--- config.mk ---
export PLATFORM = sky130hd
export DESIGN_NAME = path_metric_unit
export DESIGN_NICKNAME = d
export VERILOG_FILES = /design/src/rtl/viterbi_pkg.sv /design/src/rtl/acs_cell.sv /design/src/rtl/path_metric_unit.sv
export SDC_FILE = /design/constraint.sdc
export NUM_CORES = 1
export LEC_CHECK = 0
export CAP_MARGIN = 0
export CELL_PAD_IN_SITES_DETAIL_PLACEMENT = 0
export CELL_PAD_IN_SITES_GLOBAL_PLACEMENT = 2
export CORE_ASPECT_RATIO = 0.9
export CORE_MARGIN = 1.5
export CORE_UTILIZATION = 40
export DETAILED_ROUTE_END_ITERATION = 10
export PLACE_DENSITY_LB_ADDON = 0.1
export RECOVER_POWER = 50
export SYNTH_ARGS = -nofsm -noshare
export SYNTH_HDL_FRONTEND = slang
export SYNTH_SLANG_ARGS = --single-unit
--- constraint.sdc ---
create_clock -name clk -period 41.5 [get_ports clk]
set_clock_uncertainty 0.15 [all_clocks]
set_input_delay 4.15 -clock clk [delete_from_list [all_inputs] [get_ports clk]]
set_output_delay 4.15 -clock clk [all_outputs]
set_load 0.05 [all_outputs]
--- src/rtl/viterbi_pkg.sv ---
// Shared trellis definitions for the 8-state Viterbi datapath: state index, branch-metric
// types and the predecessor mapping n -> {n[1:0], b}.
package viterbi_pkg;

   localparam int unsigned NSTATE = 8;
   localparam int unsigned SW     = 3;

   typedef logic [SW-1:0] state_t;
   typedef logic [1:0]    bm_t;

   typedef struct packed {
      bm_t bm0;
      bm_t bm1;
   } bm_pair_t;

   function automatic state_t pred(input state_t n, input logic b);
      return {n[1:0], b};
   endfunction

endpackage

--- src/rtl/acs_cell.sv ---
// Add-compare-select for one trellis state; a tie keeps the even predecessor (dec = 0).
module acs_cell
   import viterbi_pkg::*;
#(
   parameter int unsigned PM_W = 8
) (
   input  logic [PM_W-1:0] i_pm0,
   input  logic [PM_W-1:0] i_pm1,
   input  bm_pair_t        i_bm,
   output logic [PM_W:0]   o_sum,
   output logic            o_dec
);

   logic [PM_W:0] w_c0;
   logic [PM_W:0] w_c1;

   assign w_c0  = {1'b0, i_pm0} + {{(PM_W-1){1'b0}}, i_bm.bm0};
   assign w_c1  = {1'b0, i_pm1} + {{(PM_W-1){1'b0}}, i_bm.bm1};
   assign o_dec = (w_c1 < w_c0);
   assign o_sum = o_dec ? w_c1 : w_c0;

endmodule

--- src/rtl/path_metric_unit.sv ---
// Viterbi path-metric update with a one-deep output register and best-state search.
// Define PM_NORM_EN to normalise metrics by 2**(PM_W-1); otherwise metrics saturate.
module path_metric_unit
   import viterbi_pkg::*;
#(
   parameter int unsigned PM_W    = 8,
   parameter int unsigned INIT_PM = 2 ** (PM_W - 2)
) (
   input  logic              clk,
   input  logic              rst_n,
   input  logic              in_valid,
   output logic              in_ready,
   input  logic              frame_start,
   input  bm_t [NSTATE-1:0]  bm0,
   input  bm_t [NSTATE-1:0]  bm1,
   output logic              out_valid,
   input  logic              out_ready,
   output logic [NSTATE-1:0] dec,
   output state_t            best_state,
   output logic [PM_W-1:0]   best_pm,
   output logic [15:0]       step_cnt
);

   localparam logic [PM_W-1:0] INIT_V = PM_W'(INIT_PM);

   logic              r_out_valid;
   logic [PM_W-1:0]   r_pm [NSTATE];
   logic [NSTATE-1:0] r_dec;
   state_t            r_best_state;
   logic [PM_W-1:0]   r_best_pm;
   logic [15:0]       r_step_cnt;

   logic              w_fire;
   logic [PM_W-1:0]   w_prior [NSTATE];
   logic [PM_W:0]     w_sum [NSTATE];
   logic [PM_W-1:0]   w_new [NSTATE];
   logic [NSTATE-1:0] w_dec;
   state_t            w_best_state;
   logic [PM_W-1:0]   w_best_pm;

   // Ready depends only on the output register, never on in_valid.
   assign in_ready = !r_out_valid | out_ready;
   assign w_fire   = in_valid & in_ready;

   always_comb begin
      for (int n = 0; n < NSTATE; n++) begin
         w_prior[n] = r_pm[n];
         if (frame_start) begin
            w_prior[n] = (n == 0) ? '0 : INIT_V;
         end
      end
   end

   for (genvar g = 0; g < NSTATE; g++) begin : g_acs
      bm_pair_t w_bm;
      assign w_bm = '{bm0: bm0[g], bm1: bm1[g]};
      acs_cell #(
         .PM_W (PM_W)
      ) u_acs (
         .i_pm0 (w_prior[pred(state_t'(g), 1'b0)]),
         .i_pm1 (w_prior[pred(state_t'(g), 1'b1)]),
         .i_bm  (w_bm),
         .o_sum (w_sum[g]),
         .o_dec (w_dec[g])
      );
   end

`ifdef PM_NORM_EN
   localparam logic [PM_W:0] HALF = (PM_W + 1)'(2 ** (PM_W - 1));
   logic w_all_high;

   always_comb begin
      w_all_high = 1'b1;
      for (int n = 0; n < NSTATE; n++) begin
         if (w_sum[n] < HALF) w_all_high = 1'b0;
      end
      for (int n = 0; n < NSTATE; n++) begin
         w_new[n] = w_all_high ? PM_W'(w_sum[n] - HALF) : w_sum[n][PM_W-1:0];
      end
   end
`else
   always_comb begin
      for (int n = 0; n < NSTATE; n++) begin
         w_new[n] = w_sum[n][PM_W] ? {PM_W{1'b1}} : w_sum[n][PM_W-1:0];
      end
   end
`endif

   // Strict less-than keeps the lowest index among equal minima.
   always_comb begin
      w_best_state = '0;
      w_best_pm    = w_new[0];
      for (int n = 1; n < NSTATE; n++) begin
         if (w_new[n] < w_best_pm) begin
            w_best_state = state_t'(n);
            w_best_pm    = w_new[n];
         end
      end
   end

   always_ff @(posedge clk or negedge rst_n) begin
      if (!rst_n) begin
         r_out_valid  <= 1'b0;
         r_dec        <= '0;
         r_best_state <= '0;
         r_best_pm    <= '0;
         r_step_cnt   <= '0;
         for (int n = 0; n < NSTATE; n++) begin
            r_pm[n] <= (n == 0) ? '0 : INIT_V;
         end
      end else if (w_fire) begin
         r_out_valid  <= 1'b1;
         r_dec        <= w_dec;
         r_best_state <= w_best_state;
         r_best_pm    <= w_best_pm;
         r_step_cnt   <= frame_start ? 16'd1 : r_step_cnt + 16'd1;
         for (int n = 0; n < NSTATE; n++) begin
            r_pm[n] <= w_new[n];
         end
      end else if (out_ready) begin
         r_out_valid <= 1'b0;
      end
   end

   assign out_valid  = r_out_valid;
   assign dec        = r_dec;
   assign best_state = r_best_state;
   assign best_pm    = r_best_pm;
   assign step_cnt   = r_step_cnt;

endmodule
== Word level (Yosys, flattened, before mapping) ==
Cells that the tools add are included.
Widths: inputs -> output; s select.
Storage, ports and cells
  logic and storage cells: 90
  register bits: 100
  output and inout bits: 37
Cells by class
  reductions and logical operators: 2
  bitwise gates (word level): 2
  order comparisons: 15
  muxes and demuxes: 41
  $add $sub $neg: 17
Operators with widths (number)
  $mux 8: 23
  $add 8x2->9: 16
  $lt 9x9->1: 8
  $mux 9: 8
  $lt 8x8->1: 7
  $mux 3: 6
  $add 16x1->16 const B: 1
  $mux 16: 1
  $mux 1: 3
  $reduce_bool 2->1: 1
  $and 1x1->1: 1
  $logic_not 1->1: 1
  $or 1x1->1: 1

== Depth between registers and ports, before layout ==
Gate-level depths: netlist of the first run.
  depth in word-level cells: 19
  gate-level depth with buffers: 91
  depth with buffers taken out: 77

== Cells and area by module ==
A second synthesis of the first run with hierarchy kept.
Unflattened totals
  cells, all modules: 1458
  area, all modules: 11757.5 µm²
Modules (own cells, without submodules)
  path_metric_unit: seq. area each 2511.2 µm², area each 6850.3 µm², cells an instance 814, instances 1
  acs_cell (g_acs[1].u_acs ...): seq. area each 0.0 µm², area each 614.3 µm², cells an instance 81, instances 6
  acs_cell (g_acs[0].u_acs ...): seq. area each 0.0 µm², area each 610.6 µm², cells an instance 79, instances 2

== Least setup slack after synthesis of the first run ==
Ideal clock, no wire load.
  path type: input port to flip-flop
  start point: input frame_start
  end point: register r_best_pm[5] (netlist: best_pm[5])
  buffers on the path: 15
  path slack: 20358 ps
  data arrival time: 20900 ps
  stages on the path: 83
  cell sequence: buf_2 > clkbuf_1 > buf_1 > buf_1 > clkbuf_1 > clkbuf_1 > clkbuf_1 > nor2b_1 > ha_1 > maj3_1 > a31o_2 > a21oi_1 > inv_1 > ha_1 > nand4_1 > or3_1 > o211ai_1 > or2_2 > (+47 left out) > nor2b_1 > o21ai_0 > nand2_1 > a21o_1 > o32a_1 > or2_1 > buf_4 > a31o_2 > nor2_1 > ha_1 > nor2b_1 > o21ai_0 > nand2b_1 > a2111o_1 > o31ai_4 > buf_4 > a22oi_1 > o31ai_2
Between the ends
  word-level cells in the longest chain between the ends: 19
  elaborated cells on any way between the ends: 62
Ends and longest elaborated chain
  start: declaration: line path_metric_unit.sv:13  | input logic frame_start,
  $mux 8: line path_metric_unit.sv:48  | if (frame_start) begin
  $add 8x2->9 (on tied branches): line acs_cell.sv:18, acs_cell.sv:17
  $lt 9x9->1: line acs_cell.sv:19  | assign o_dec = (w_c1 < w_c0);
  $mux 9: line acs_cell.sv:20  | assign o_sum = o_dec ? w_c1 : w_c0;
  $mux 8: line path_metric_unit.sv:84  | w_new[n] = w_sum[n][PM_W] ? {PM_W{1'b1}} : w_sum[n][PM_W-1:0];
  $lt 8x8->1: line path_metric_unit.sv:94  | if (w_new[n] < w_best_pm) begin
  $mux 8: line path_metric_unit.sv:94
  $lt 8x8->1: line path_metric_unit.sv:94
  (+3 left out)
  $lt 8x8->1: line path_metric_unit.sv:94
  $mux 8: line path_metric_unit.sv:94
  $lt 8x8->1: line path_metric_unit.sv:94
  $mux 8: line path_metric_unit.sv:94
  $lt 8x8->1: line path_metric_unit.sv:94
  $mux 8: line path_metric_unit.sv:94
  $lt 8x8->1: line path_metric_unit.sv:94
  $mux 8 *: line path_metric_unit.sv:94
  end signal: assignment: line path_metric_unit.sv:115  | r_best_pm <= w_best_pm;
  end: declaration: line path_metric_unit.sv:30  | logic [PM_W-1:0] r_best_pm;
Mark *: on every way between the ends. The rest lies on a longest branch, timed or not.
A chain may end at the register's enable or synchronous reset.

== Worst setup path after layout of the first run ==
  start point: input frame_start
  end point: register r_best_pm[2] (netlist: best_pm[2])
Same word-level chain as after synthesis.

==> results_dict.tcl, run 1 <==
set metrics [dict create \
    outcome "complete, but fails checks" \
    failed_checks "capacitance limit, slew limit" \
    synth_seq_cells 100 \
    initial_core_util 0.405 \
    hp-class "reg -> reg" \
    wl_per_cell_um 19.6 \
    critPathKind "in -> reg" \
    required_ps 41630 \
    worstHoldEndpoint "r_pm[9]" \
    tightest_slew_ps 3250 \
    cts_tree "yes" \
    seq_area_frac_synth 0.208 \
    cp-end-kind "flip-flop" \
    syn-num-nets 1746 \
    layout_common_cells "nand2_1, ha_1, nor2_1" \
    hold_path.startpoint "r_pm[9]" \
    synthArstFlopShare 1.00 \
    fp-row-count 60 \
    yosysTopAreaCell "dfrtp_1" \
    drc_errors 0 \
    setup_viol 0 \
    synthCells 1555 \
    cap_viol_max_count 3 \
    core_area_sq_mm 0.0297 \
    crit_fanout 44 \
    cpMaxStageDelayCell "o31ai_4" \
    synth_area_leaders "dfrtp_1, ha_1, nand2_1" \
    cts_sinks 100 \
    postCtsHoldBufs 0 \
    cts_buffers 9 \
    vias_per_cell 5.65 \
    rr_endpoint "best_pm[2]" \
    yosysWarnings 0 \
    slew_violations 167 \
    critical-path-top-delay-family "compound AO/OA/AOI/OAI gates" \
    place_congestion 0.896 \
    ios 74 \
    crit_path_start_kind "input pin" \
    critical_path_arrival_ps 23700 \
    ys_types 90 \
    synth_edf_count 0 \
    cts.repair.resized 0 \
    synth-main-ff-cell "dfrtp_1" \
    fmax_mhz 42.4 \
    rsz0062_at_grt "no" \
    cp.buffers_inverters 3 \
    synth_top_area_share 0.193 \
    hold_depth 2 \
    drt_wl_total_um 38700 \
    crit_top_cell "ha_1" \
    setup_tns_ps 0 \
    antenna_found_initial 0 \
    synth_area_sq_mm 0.0120 \
    grt_start_max_net_pins 84 \
    nFillCells 3063 \
    dieArea_sq_mm 0.0312 \
    die_x_um 186 \
    root_buffer "clkbuf_16" \
    grt_usage 0.257 \
    drive_above_1_share 0.0691 \
    holdWs_ps 321 \
    clock_path_buffers 2 \
    dpl.hpwl_um 30500 \
    post-route-period-util 0.568 \
    nets 1764 \
    num_vias 11201 \
    mostFrequentLayoutCell "nand2_1" \
    ant_nets 0 \
    clk_latency_ps 370 \
    grt_pass1_vias 10692 \
    antenna_cells 0 \
    overflow 0 \
    reg2reg_from "r_pm[49]" \
    post_cts_buffers 0 \
    cp_slowest_stage_delay_ps 990 \
    drtIter0Drc 774 \
    grt_pass1_wl_um 61800 \
    hold_viol_final 0 \
    syn_avg_cell_area_sq_um 7.75 \
    drt_pass1_iterations 5 \
    relSlewSlack -1.17 \
    die_h_um 168 \
    fin_crit_ps 23570 \
    clkTransAtPathRegs_ps 80 \
    synthToLayoutAreaGrowth_pct 10.8 \
    rr_worst_depth 67 \
    port_buffers 73 \
    htree_levels 3 \
    regToRegSetupSlack_ps 21930 \
]
metrics by stage:
step           area, sq um  instances   util  worst slack (ps)
2_1_floorplan        12000       1555      -             20360
3_3_place_gp         13000       1965  0.438             18180
3_5_place_dp         13000       1965  0.438             17860
4_1_cts              13400       1981  0.450             18210
5_1_grt              13400       1981  0.449             16490
6_report             13400       1981  0.449             17930
final cells by class:
| cell class | instances | area [sq um] | share of cell area |
|---|---|---|---|
| clock inverter | 5 | 86.3 | 0.00647 |
| inverter | 72 | 270 | 0.0202 |
| sequential | 100 | 2510 | 0.188 |
| clock buffer | 11 | 243 | 0.0182 |
| multi-input combinational | 1305 | 8940 | 0.669 |
| timing repair buffer | 85 | 802 | 0.0601 |
| tap | 403 | 504 | 0.0378 |
per-layer routing:
metal  routed length [um]  GRT usage  part of all wire
met4                  675     0.0610             0.017
met2                17000      0.393              0.44
met1                19600      0.386              0.51
met5                    0          0                 0
met3                 1450     0.0252             0.038
cells in the mapped netlist, types with 8 or more instances:
library cell	n
o21a_1	19
or2_2	8
clkbuf_1	46
nand2_1	233
inv_1	70
and2_1	15
a21o_1	26
a21oi_1	100
a211oi_1	12
nand4_1	20
dfrtp_1	93
nor2b_1	34
ha_1	146
o21ai_0	106
buf_1	8
mux2i_1	36
o211ai_1	18
fa_1	8
o21ai_1	11
buf_2	16
xnor2_1	46
nand2b_1	19
xor2_1	32
nor2_1	136
or3_1	18
and3_1	15
a31oi_1	27
nand3_1	45
a31o_2	8
nor3_1	31
mux2_2	10
cell families (layout without fill, tap and decap cells):
logic type | count (synthesis) | count (layout) | share of synthesized area
buffers and inverters | 150 | 173 | 0.0513
flip-flops | 100 | 100 | 0.208
multiplexers | 46 | 46 | 0.0393
AND/OR/NAND/NOR | 610 | 610 | 0.244
adder cells (fa/ha/maj) | 161 | 161 | 0.171
XOR/XNOR | 78 | 78 | 0.0567
AO/OA/AOI/OAI | 410 | 410 | 0.230
worst max path at each step:
stage,slack (ps),cells past startpoint,start,end
5_1_grt,16490,71,frame_start,best_pm[2]
6_report,17930,70,frame_start,best_pm[2]
2_1_floorplan,20360,83,frame_start,best_pm[5]
4_1_cts,18210,70,frame_start,best_state[1]
3_3_place_gp,18180,70,frame_start,best_pm[2]
3_5_place_dp,17860,70,frame_start,best_state[1]
registers in the layout, indices dropped and copies added, names as in the netlist:
signal      flops
best_pm         8
step_cnt       16
dec             8
out_valid       1
best_state      3
r_pm           64
tightest hold or removal path, stage by stage, from the launching register on:
cell,delay [ps]
dfrtp_1,340
nand2_1,50
nand2_1,50
Power of run 1 is left out: the tool's default activity adds up to more than one toggle a clock period on the data nets, which glitch-free logic cannot reach.
==> inputs of run 2 (changes only) <==
CORE_UTILIZATION = 33   (was 40)
clock period = 19.3 ns   (was 41.5 ns; I/O delays follow)
==> run 2 against run 1 <==
  * The flow still finishes with violations (capacitance limit, slew limit)
  * Via count is 0.43% lower
  * Register-to-register slack lost 19000 ps
  * Sequential share of layout area is 0.32 points lower
  * Die area rose by 21%
  * Highest routed layer unchanged
  * Routed wire length up 3.9%
  * Utilization down 7.3 points
  * Critical path type unchanged
==> results_dict.tcl, run 2 (synthesis gave the netlist of run 1 again) <==
set metrics [dict create \
    grt_pass1_wl_um 62700 \
    cp-end-kind "flip-flop" \
    layout.cells.non_filler 2074 \
    dpl.hpwl_um 32100 \
    top_register "r_pm" \
    drt_pass1_iterations 5 \
    regArea_sq_mm 0.00251 \
    multi_input_area_sq_mm 0.00895 \
    layout_setup_ws_ps 1320 \
    post-place-cells 2053 \
    crit_top_cell "ha_1" \
    dieArea_sq_mm 0.0377 \
    grt-busiest-layer "met2" \
    cts_tree "yes" \
    layout_common_cells "nand2_1, ha_1, nor2_1" \
    crit_path_start_kind "input pin" \
    fmax_mhz 55.6 \
    relSlewSlack -1.60 \
    final_core_util 0.376 \
    required_ps 19410 \
    die_h_um 184 \
    grt_use_met3 0.0302 \
    cpMaxStageDelayCell "o31ai_1" \
    grt_usage 0.219 \
    critical_path_arrival_ps 18090 \
    grt_pass1_vias 10653 \
    drt_wl_total_um 40300 \
    drtIter0Drc 587 \
    setup_tns_ps 0 \
    clkTransAtPathRegs_ps 70 \
    core_area_sq_mm 0.0361 \
    grt_start_max_net_pins 67 \
    antenna_cells 0 \
    initial_core_util 0.334 \
    num_vias 11153 \
    clk_latency_ps 390 \
    nets 1784 \
    wl_per_cell_um 19.4 \
    vias_per_cell 5.38 \
    slew_violations 103 \
    hold_viol_final 0 \
    failed_checks "capacitance limit, slew limit" \
    drive_above_1_share 0.0839 \
    overflow 0 \
    cp_slowest_stage_delay_ps 640 \
    hp-class "reg -> reg" \
    htree_levels 3 \
    largest_reg_flops 64 \
    mostFrequentLayoutCell "nand2_1" \
    crit_fanout 12 \
    met1_usage 0.320 \
    fp-row-count 66 \
    drc_errors 0 \
    cts_sinks 100 \
    die_x_um 204 \
    outcome "complete, but fails checks" \
    critPathKind "in -> reg" \
    cap_viol_max_count 2 \
    clock_path_buffers 2 \
    tightest_slew_ps 3910 \
    fin_crit_ps 17980 \
    antenna_found_initial 0 \
    rsz0062_at_grt "no" \
    pre_cts_ws_ps 260 \
    cts_buffers 9 \
    synthToLayoutAreaGrowth_pct 12.8 \
    setup_viol 0 \
    root_buffer "clkbuf_16" \
    grt.met2_usage 0.337 \
    post-route-period-util 0.932 \
    nFillCells 3804 \
    ios 74 \
    ant_nets 0 \
    port_buffers 73 \
    place_congestion 0.902 \
]
==> run 2: cell count changes in the layout (fill, tap and decap cells not counted), moves of 2 or more <==
cell        before  now
clkinvlp_4       0    2
a21oi_1        100   98
buf_4           10   32
a21oi_2          2    4
==> run 2: metrics by stage <==
| stage | area [sq um] | hold WS [ps] |
|---|---|---|
| after floorplan | 12000 | 288 |
| after global placement | 13200 | 306 |
| after detailed placement | 13200 | 312 |
| after CTS | 13500 | 328 |
| after global routing | 13600 | 349 |
| final | 13600 | 320 |
==> run 2: worst paths after layout <==
check                                   to  depth (start not counted)      from  slack [ps]
max in group asynchronous         r_pm[10]                          2     rst_n       12290
worst min-delay path              r_pm[16]                          2  r_pm[16]         320
worst min register to register    r_pm[16]                          2  r_pm[16]         320
worst max register to register  best_pm[6]                         73  r_pm[49]        2800
worst max-delay path            best_pm[6]                         73    bm0[1]        1320
min in group asynchronous         r_pm[45]                          1     rst_n        2060
==> run 2: critical path, delay by kind of cell <==
| family | cells | cell delay (ps) |
|---|---|---|
| AOI/OAI and AO/OA | 34 | 7960 |
| xor gates and xnor gates | 1 | 110 |
| adders and majority gates | 9 | 2370 |
| buffers and inverters | 4 | 890 |
| muxes | 2 | 770 |
| and+or+nand+nor | 23 | 4060 |
==> run 2: timing repair <==
action,in CTS,in global routing
hold buffers,0,0
gates resized for setup,0,6
setup endpoints to repair,0,11
setup buffers,0,5
==> run 2: area by class of cell <==
cell class | instances | share of cell area
tap | 476 | 0.0438
multi-input combinational | 1305 | 0.659
timing repair buffer | 105 | 0.0705
clock buffer | 11 | 0.0171
sequential | 100 | 0.185
inverter | 72 | 0.0199
clock inverter | 5 | 0.00460
==> run 2: layer usage <==
layer  vias up  wire length [um]
met5         -                 0
met4         0               627
met3        35              1170
met2       151             17800
met1      5324             20700
li1       5643                 -
Power of run 2 is left out for the same reason.
